<file path="config.mk">
export PLATFORM = sky130hd
export DESIGN_NAME = apb_req_master_flat
export DESIGN_NICKNAME = d
export VERILOG_FILES = /design/src/rtl/apb_req_master_if.sv /design/src/rtl/apb_req_master.sv /design/src/flat_wrapper.sv
export SDC_FILE = /design/constraint.sdc
export NUM_CORES = 1
export LEC_CHECK = 0
export CAP_MARGIN = 0
export CORE_MARGIN = 3
export CORE_UTILIZATION = 30
export DETAILED_ROUTE_END_ITERATION = 10
export GPL_TIMING_DRIVEN = 0
export PLACE_DENSITY = 0.7
export SLEW_MARGIN = 20
export SYNTH_ARGS = -nofsm -noshare
export SYNTH_HDL_FRONTEND = slang
export SYNTH_SLANG_ARGS = --single-unit
</file>
<file path="constraint.sdc">
create_clock -name HCLK -period 7.53 [get_ports HCLK]
set_input_delay 1.506 -clock HCLK [delete_from_list [all_inputs] [get_ports HCLK]]
set_output_delay 1.506 -clock HCLK [all_outputs]
set_load 0.005 [all_outputs]
</file>
<file path="src/rtl/apb_req_master_if.sv">
// Command/response handshake plus APB requester signals for apb_req_master.
// The master modport is the bridge itself; the slave modport is its surroundings (client and completer).
interface apb_req_master_if #(
  parameter int APB_ADDR_WIDTH = 12
);
  logic                      req_valid;
  logic                      req_ready;
  logic                      req_write;
  logic [APB_ADDR_WIDTH-1:0] req_addr;
  logic [31:0]               req_wdata;

  logic                      rsp_valid;
  logic                      rsp_ready;
  logic [31:0]               rsp_rdata;
  logic                      rsp_err;
  logic                      rsp_timeout;

  logic [APB_ADDR_WIDTH-1:0] PADDR;
  logic [31:0]               PWDATA;
  logic                      PWRITE;
  logic                      PSEL;
  logic                      PENABLE;
  logic [31:0]               PRDATA;
  logic                      PREADY;
  logic                      PSLVERR;

  modport master (
    input  req_valid, req_write, req_addr, req_wdata, rsp_ready,
    input  PRDATA, PREADY, PSLVERR,
    output req_ready, rsp_valid, rsp_rdata, rsp_err, rsp_timeout,
    output PADDR, PWDATA, PWRITE, PSEL, PENABLE
  );

  modport slave (
    output req_valid, req_write, req_addr, req_wdata, rsp_ready,
    output PRDATA, PREADY, PSLVERR,
    input  req_ready, rsp_valid, rsp_rdata, rsp_err, rsp_timeout,
    input  PADDR, PWDATA, PWRITE, PSEL, PENABLE
  );
endinterface

</file>
<file path="src/rtl/apb_req_master.sv">
// Single-outstanding command-to-APB bridge: one request in, one APB transfer out,
// one response back, with optional abort after a bounded number of wait states.
module apb_req_master #(
  parameter int APB_ADDR_WIDTH = 12,
  parameter int TIMEOUT_CYCLES = 255
) (
  input  logic           HCLK,
  input  logic           HRESETn,
  apb_req_master_if.master bus
);

  typedef enum logic [1:0] {
    IDLE   = 2'd0,
    SETUP  = 2'd1,
    ACCESS = 2'd2,
    RESP   = 2'd3
  } state_t;

  localparam bit          TIMEOUT_EN = (TIMEOUT_CYCLES != 0);
  // Counter value seen during the last permitted ACCESS cycle.
  localparam logic [15:0] WAIT_LAST  = 16'(TIMEOUT_CYCLES - 1);

  state_t                    state_q, state_d;
  logic [APB_ADDR_WIDTH-1:0] paddr_q, paddr_d;
  logic [31:0]               pwdata_q, pwdata_d;
  logic                      pwrite_q, pwrite_d;
  logic [31:0]               rdata_q, rdata_d;
  logic                      err_q, err_d;
  logic                      tmo_q, tmo_d;
  logic [15:0]               wait_cnt_q, wait_cnt_d;
  logic                      cmd_aligned;

  assign cmd_aligned = (bus.req_addr[1:0] == 2'b00);

  always_ff @(posedge HCLK or negedge HRESETn) begin
    if (!HRESETn) begin
      state_q    <= IDLE;
      paddr_q    <= '0;
      pwdata_q   <= '0;
      pwrite_q   <= 1'b0;
      rdata_q    <= '0;
      err_q      <= 1'b0;
      tmo_q      <= 1'b0;
      wait_cnt_q <= '0;
    end else begin
      state_q    <= state_d;
      paddr_q    <= paddr_d;
      pwdata_q   <= pwdata_d;
      pwrite_q   <= pwrite_d;
      rdata_q    <= rdata_d;
      err_q      <= err_d;
      tmo_q      <= tmo_d;
      wait_cnt_q <= wait_cnt_d;
    end
  end

  always_comb begin
    state_d    = state_q;
    paddr_d    = paddr_q;
    pwdata_d   = pwdata_q;
    pwrite_d   = pwrite_q;
    rdata_d    = rdata_q;
    err_d      = err_q;
    tmo_d      = tmo_q;
    wait_cnt_d = wait_cnt_q;
    case (state_q)
      IDLE: begin
        if (bus.req_valid) begin
          if (cmd_aligned) begin
            paddr_d  = bus.req_addr;
            pwdata_d = bus.req_wdata;
            pwrite_d = bus.req_write;
            state_d  = SETUP;
          end else begin
            // Misaligned commands never reach the bus; fail them straight away.
            rdata_d = '0;
            err_d   = 1'b1;
            tmo_d   = 1'b0;
            state_d = RESP;
          end
        end
      end
      SETUP: begin
        wait_cnt_d = '0;
        state_d    = ACCESS;
      end
      ACCESS: begin
        // A completer answering in the final permitted cycle still wins over the abort.
        if (bus.PREADY) begin
          err_d   = bus.PSLVERR;
          tmo_d   = 1'b0;
          rdata_d = pwrite_q ? 32'h0 : bus.PRDATA;
          state_d = RESP;
        end else if (TIMEOUT_EN && (wait_cnt_q == WAIT_LAST)) begin
          err_d   = 1'b1;
          tmo_d   = 1'b1;
          rdata_d = '0;
          state_d = RESP;
        end else begin
          wait_cnt_d = wait_cnt_q + 16'd1;
        end
      end
      RESP: begin
        if (bus.rsp_ready) begin
          state_d = IDLE;
        end
      end
      default: state_d = IDLE;
    endcase
  end

  always_comb begin
    bus.req_ready = (state_q == IDLE);
    bus.rsp_valid = (state_q == RESP);
    bus.PSEL      = (state_q == SETUP) || (state_q == ACCESS);
    bus.PENABLE   = (state_q == ACCESS);
  end

  assign bus.PADDR       = paddr_q;
  assign bus.PWDATA      = pwdata_q;
  assign bus.PWRITE      = pwrite_q;
  assign bus.rsp_rdata   = rdata_q;
  assign bus.rsp_err     = err_q;
  assign bus.rsp_timeout = tmo_q;

endmodule

</file>
<file path="src/flat_wrapper.sv">
// flat-port wrapper written by rule: the top's interface ports become plain ports
module apb_req_master_flat 
#(
  parameter int APB_ADDR_WIDTH = 12,
  parameter int TIMEOUT_CYCLES = 255
)
  (HCLK, HRESETn, bus_req_valid, bus_req_write, bus_req_addr, bus_req_wdata, bus_rsp_ready, bus_PRDATA, bus_PREADY, bus_PSLVERR, bus_req_ready, bus_rsp_valid, bus_rsp_rdata, bus_rsp_err, bus_rsp_timeout, bus_PADDR, bus_PWDATA, bus_PWRITE, bus_PSEL, bus_PENABLE);
  apb_req_master_if #(.APB_ADDR_WIDTH(APB_ADDR_WIDTH)) bus_i ();
  input  logic HCLK;
  input  logic HRESETn;
  input wire logic [$bits(bus_i.req_valid)-1:0] bus_req_valid;
  input wire logic [$bits(bus_i.req_write)-1:0] bus_req_write;
  input wire logic [$bits(bus_i.req_addr)-1:0] bus_req_addr;
  input wire logic [$bits(bus_i.req_wdata)-1:0] bus_req_wdata;
  input wire logic [$bits(bus_i.rsp_ready)-1:0] bus_rsp_ready;
  input wire logic [$bits(bus_i.PRDATA)-1:0] bus_PRDATA;
  input wire logic [$bits(bus_i.PREADY)-1:0] bus_PREADY;
  input wire logic [$bits(bus_i.PSLVERR)-1:0] bus_PSLVERR;
  output wire logic [$bits(bus_i.req_ready)-1:0] bus_req_ready;
  output wire logic [$bits(bus_i.rsp_valid)-1:0] bus_rsp_valid;
  output wire logic [$bits(bus_i.rsp_rdata)-1:0] bus_rsp_rdata;
  output wire logic [$bits(bus_i.rsp_err)-1:0] bus_rsp_err;
  output wire logic [$bits(bus_i.rsp_timeout)-1:0] bus_rsp_timeout;
  output wire logic [$bits(bus_i.PADDR)-1:0] bus_PADDR;
  output wire logic [$bits(bus_i.PWDATA)-1:0] bus_PWDATA;
  output wire logic [$bits(bus_i.PWRITE)-1:0] bus_PWRITE;
  output wire logic [$bits(bus_i.PSEL)-1:0] bus_PSEL;
  output wire logic [$bits(bus_i.PENABLE)-1:0] bus_PENABLE;
  assign bus_i.req_valid = bus_req_valid;
  assign bus_i.req_write = bus_req_write;
  assign bus_i.req_addr = bus_req_addr;
  assign bus_i.req_wdata = bus_req_wdata;
  assign bus_i.rsp_ready = bus_rsp_ready;
  assign bus_i.PRDATA = bus_PRDATA;
  assign bus_i.PREADY = bus_PREADY;
  assign bus_i.PSLVERR = bus_PSLVERR;
  assign bus_req_ready = bus_i.req_ready;
  assign bus_rsp_valid = bus_i.rsp_valid;
  assign bus_rsp_rdata = bus_i.rsp_rdata;
  assign bus_rsp_err = bus_i.rsp_err;
  assign bus_rsp_timeout = bus_i.rsp_timeout;
  assign bus_PADDR = bus_i.PADDR;
  assign bus_PWDATA = bus_i.PWDATA;
  assign bus_PWRITE = bus_i.PWRITE;
  assign bus_PSEL = bus_i.PSEL;
  assign bus_PENABLE = bus_i.PENABLE;
  apb_req_master #(.APB_ADDR_WIDTH(APB_ADDR_WIDTH), .TIMEOUT_CYCLES(TIMEOUT_CYCLES)) u_core (.HCLK(HCLK), .HRESETn(HRESETn), .bus(bus_i));
endmodule
</file>
==> results.json <==
{
  "status": "finished clean",
  "vias_per_cell": 4.74,
  "hold_start": "u_core.bus.PADDR[1]",
  "min_path_type": "flip-flop to flip-flop",
  "cp_slowest_cell": "buf_1",
  "rsz0062_at_grt": "false",
  "syn-instance-count": 376,
  "r2r_start": "u_core.state_q[1]",
  "cts_max_level": 3,
  "fmax_ghz": 0.282,
  "area_growth_pct": 50.8,
  "ant_nets": 0,
  "cpPeakStageDelay_ns": 0.48,
  "routed_wl_um": 11100,
  "firstDrtPassIters": 4,
  "grt_max_degree": 50,
  "whs_ns": 0.502,
  "clockRootBuffer": "clkbuf_16",
  "diodes": 0,
  "finClkSkew_ns": 0.00501,
  "p_leak_nw": 2.72,
  "sequentialPowerShare_pct": 35.6,
  "worst_setup_path_end_kind": "flip-flop",
  "crit_type": "primary input to flip-flop",
  "synth-compound-area-share_pct": 6.02,
  "boundaryPins": 166,
  "finalCriticalPeriod_ns": 3.55,
  "total_power_mw": 2.40,
  "drt_iter0_markers": 131,
  "hold-path-endpoint": "u_core.bus.PADDR[1]",
  "reg2reg_to": "u_core.bus.PADDR[5]",
  "cts_buffer_depth": 2,
  "synth_cell_type_count": 45,
  "layout.nets": 641,
  "p_switching_mw": 0.746,
  "avgSynthCellArea_um2": 11.6,
  "gp_congestion": 0.808,
  "synth_top_family_by_area": "multiplexers",
  "final_max_slew_viol_count": 0,
  "fin_cells": 738,
  "ctsResizeCount": 0,
  "grt_pass1_vias": 3731,
  "p_per_area_nw_per_um2": 365,
  "overflow": 0,
  "reg2reg_depth": 7,
  "whs_path_depth": 1,
  "grt_pass1_wl_um": 18000,
  "synth_area_um2": 4360,
  "synth-simple-area-share_pct": 11.3,
  "dieHeight_um": 127,
  "fin_ws_ns": 3.98,
  "power_frac_clock_pct": 19.4,
  "r2r_slack_ns": 4.78,
  "post-place-ws_ns": 3.56,
  "muxShareOfSynthArea_pct": 19.6,
  "fin_util_pct": 46.9,
  "finalHoldViolCount": 0,
  "cts_setup_buffers": 0,
  "antenna_found_initial": 0,
  "yosysSeqAreaShare_pct": 55.6,
  "start_util_pct": 31.1,
  "cp.required_ns": 7.76,
  "dp_hpwl_um": 8260,
  "io_buffers": 165,
  "yosys.area_share.adder_pct": 1.43,
  "worstPathMaxFanout": 10,
  "final_area_um2": 6580,
  "cts_tree": "built",
  "drc": 0,
  "intPower_mw": 1.65,
  "path_buf_inv": 3,
  "worst_path_dominant_cell_family": "buffers and inverters",
  "drive_gt1_share_pct": 12.9,
  "grt_use_total_pct": 13.9,
  "synth_nets": 464,
  "post_drt_wl_per_cell_um": 15.0,
  "crit_chain": "clkdlybuf4s50_1, nor3b_1, and2_1, clkbuf_1, buf_1, mux2_2",
  "cts_inserted_buffers": 9,
  "slew_headroom_pct": 40.1,
  "combPwrFrac_pct": 45.0,
  "place_area_um2": 6280,
  "holdBufCountCts": 0,
  "arrival_ns": 3.78,
  "maxCapViolations": 0,
  "peakVddDrop_mv": 0.213,
  "netSwitchingFraction_pct": 31.1,
  "via_count": 3497,
  "core_um2": 14000,
  "period_share_pct": 47.1,
  "synth_xor_area_share_pct": 0,
  "die_w_um": 127,
  "cp-start-kind": "primary input",
  "tns_ns": 0,
  "yosys_warnings": 0,
  "dp.cells": 722,
  "clk_latency_ns": 0.35,
  "clkSinkCount": 97,
  "setup_violations": 0,
  "ys_ff_latch": 97,
  "rows": 43,
  "cts.clk_slew.worst_paths_ns": 0.06,
  "die_area_um2": 16000,
  "worst_slew_pin_slew_ns": 0.892
}
-- worst max-delay path by stage --
stage | slack, ns | endpoint | startpoint | cells past startpoint
after floorplan | 4.53 | u_core.bus.PADDR[10] | bus_req_addr[1] | 5
after global placement | 1.33 | u_core.bus.rsp_rdata[21] | HRESETn | 1
after detailed placement | 3.56 | u_core.bus.PWDATA[17] | bus_req_addr[1] | 6
after CTS | 3.96 | u_core.bus.PWDATA[17] | bus_req_addr[1] | 6
after global routing | 3.81 | u_core.bus.PWDATA[19] | bus_req_addr[1] | 6
final | 3.98 | u_core.bus.PADDR[5] | bus_req_addr[1] | 6
-- power by group through the flow --
stage               Combinational, mW  Sequential [mW]  Clock (mW)
floorplan                       0.484            0.864           0
global placement                 1.07            0.852           0
detailed placement               1.09            0.863           0
CTS                              1.10            0.857       0.484
global route                     1.18            0.883       0.504
finish                           1.08            0.854       0.466
-- logic make-up after synthesis --
family          Yosys count
mux                      80
compound gates           38
flops                    97
fa+ha+maj                 5
buf+inv                  59
simple gates             97
-- worst reg2reg max path: stages, from the launching register on --
cell	delay, ns
dfrtp_1	0.41
inv_1	0.09
ha_1	0.26
nor3b_1	0.42
and2_1	0.19
clkbuf_1	0.38
buf_1	0.49
mux2_2	0.40
-- final cells by class --
type | count | area, um^2
tap | 180 | 225
clock buffer | 12 | 246
fill | 1261 | 7460
inverter | 40 | 150
sequential | 97 | 2430
clock inverter | 4 | 51.3
timing repair buffer | 166 | 1680
buffer | 19 | 113
multi-input combinational | 220 | 1690
-- layout by cell type, fill, tap and decap left out, drive strengths merged, types with 2 or more instances in the layout --
master,instances
clkdlybuf4s50,164
clkbuf,25
nand3,8
nor2,6
mux2i,35
nor4,4
inv,41
o31ai,4
buf,8
or3,4
a21oi,4
and4,2
nand3b,2
or4,7
nand4,6
nor3,4
dfrtp,97
o311ai,2
ha,5
o211ai,2
nand2,45
o21ai,15
nor2b,2
mux2,45
-- cell usage after synthesis (all sizes together) --
library cell / number / area (um^2)
nor4: 4 / 25.0
nand4: 6 / 37.5
buf: 6 / 63.8
o31ai: 4 / 30.0
o21ai: 15 / 75.1
nand2: 45 / 169
a21oi: 4 / 31.3
nor2: 6 / 22.5
a211oi: 1 / 7.51
nor3b: 1 / 7.51
a32oi: 1 / 8.76
a211o: 1 / 8.76
nor2b: 2 / 12.5
and2: 1 / 6.26
o311ai: 2 / 17.5
or4b: 1 / 10.0
or2: 1 / 6.26
nor3: 4 / 20.0
a31oi: 1 / 6.26
dfrtp: 97 / 2430
o41ai: 1 / 8.76
o21bai: 1 / 7.51
nand3b: 2 / 15.0
clkbuf: 13 / 48.8
a2111oi: 1 / 8.76
nand4b: 1 / 8.76
nand3: 8 / 40.0
nand2b: 1 / 6.26
o21a: 1 / 7.51
a21bo: 1 / 10.0
o211ai: 2 / 15.0
or4: 7 / 56.3
o31a: 1 / 8.76
ha: 5 / 62.6
inv: 40 / 150
mux2: 45 / 507
or3: 4 / 25.0
o41a: 1 / 11.3
and3: 1 / 6.26
mux2i: 35 / 350
and4: 2 / 17.5
-- registers in the layout (all words and copies together), names as in the netlist --
| register | count |
|---|---|
| u_core.bus.PWRITE | 1 |
| u_core.bus.PWDATA | 32 |
| u_core.bus.rsp_err | 1 |
| u_core.state_q | 2 |
| u_core.bus.PADDR | 12 |
| u_core.bus.rsp_rdata | 32 |
| u_core.bus.rsp_timeout | 1 |
| u_core.wait_cnt_q | 16 |
-- per-layer routing --
layer | up-vias | routed length, um | GRT usage (%)
met1 | 1679 | 4490 | 16.4
met2 | 152 | 5250 | 21.9
met4 | 0 | 131 | 3.97
met3 | 14 | 1200 | 7.75
met5 | - | 0 | 0
li1 | 1652 | - | -
(Power assumes the default switching activity.)
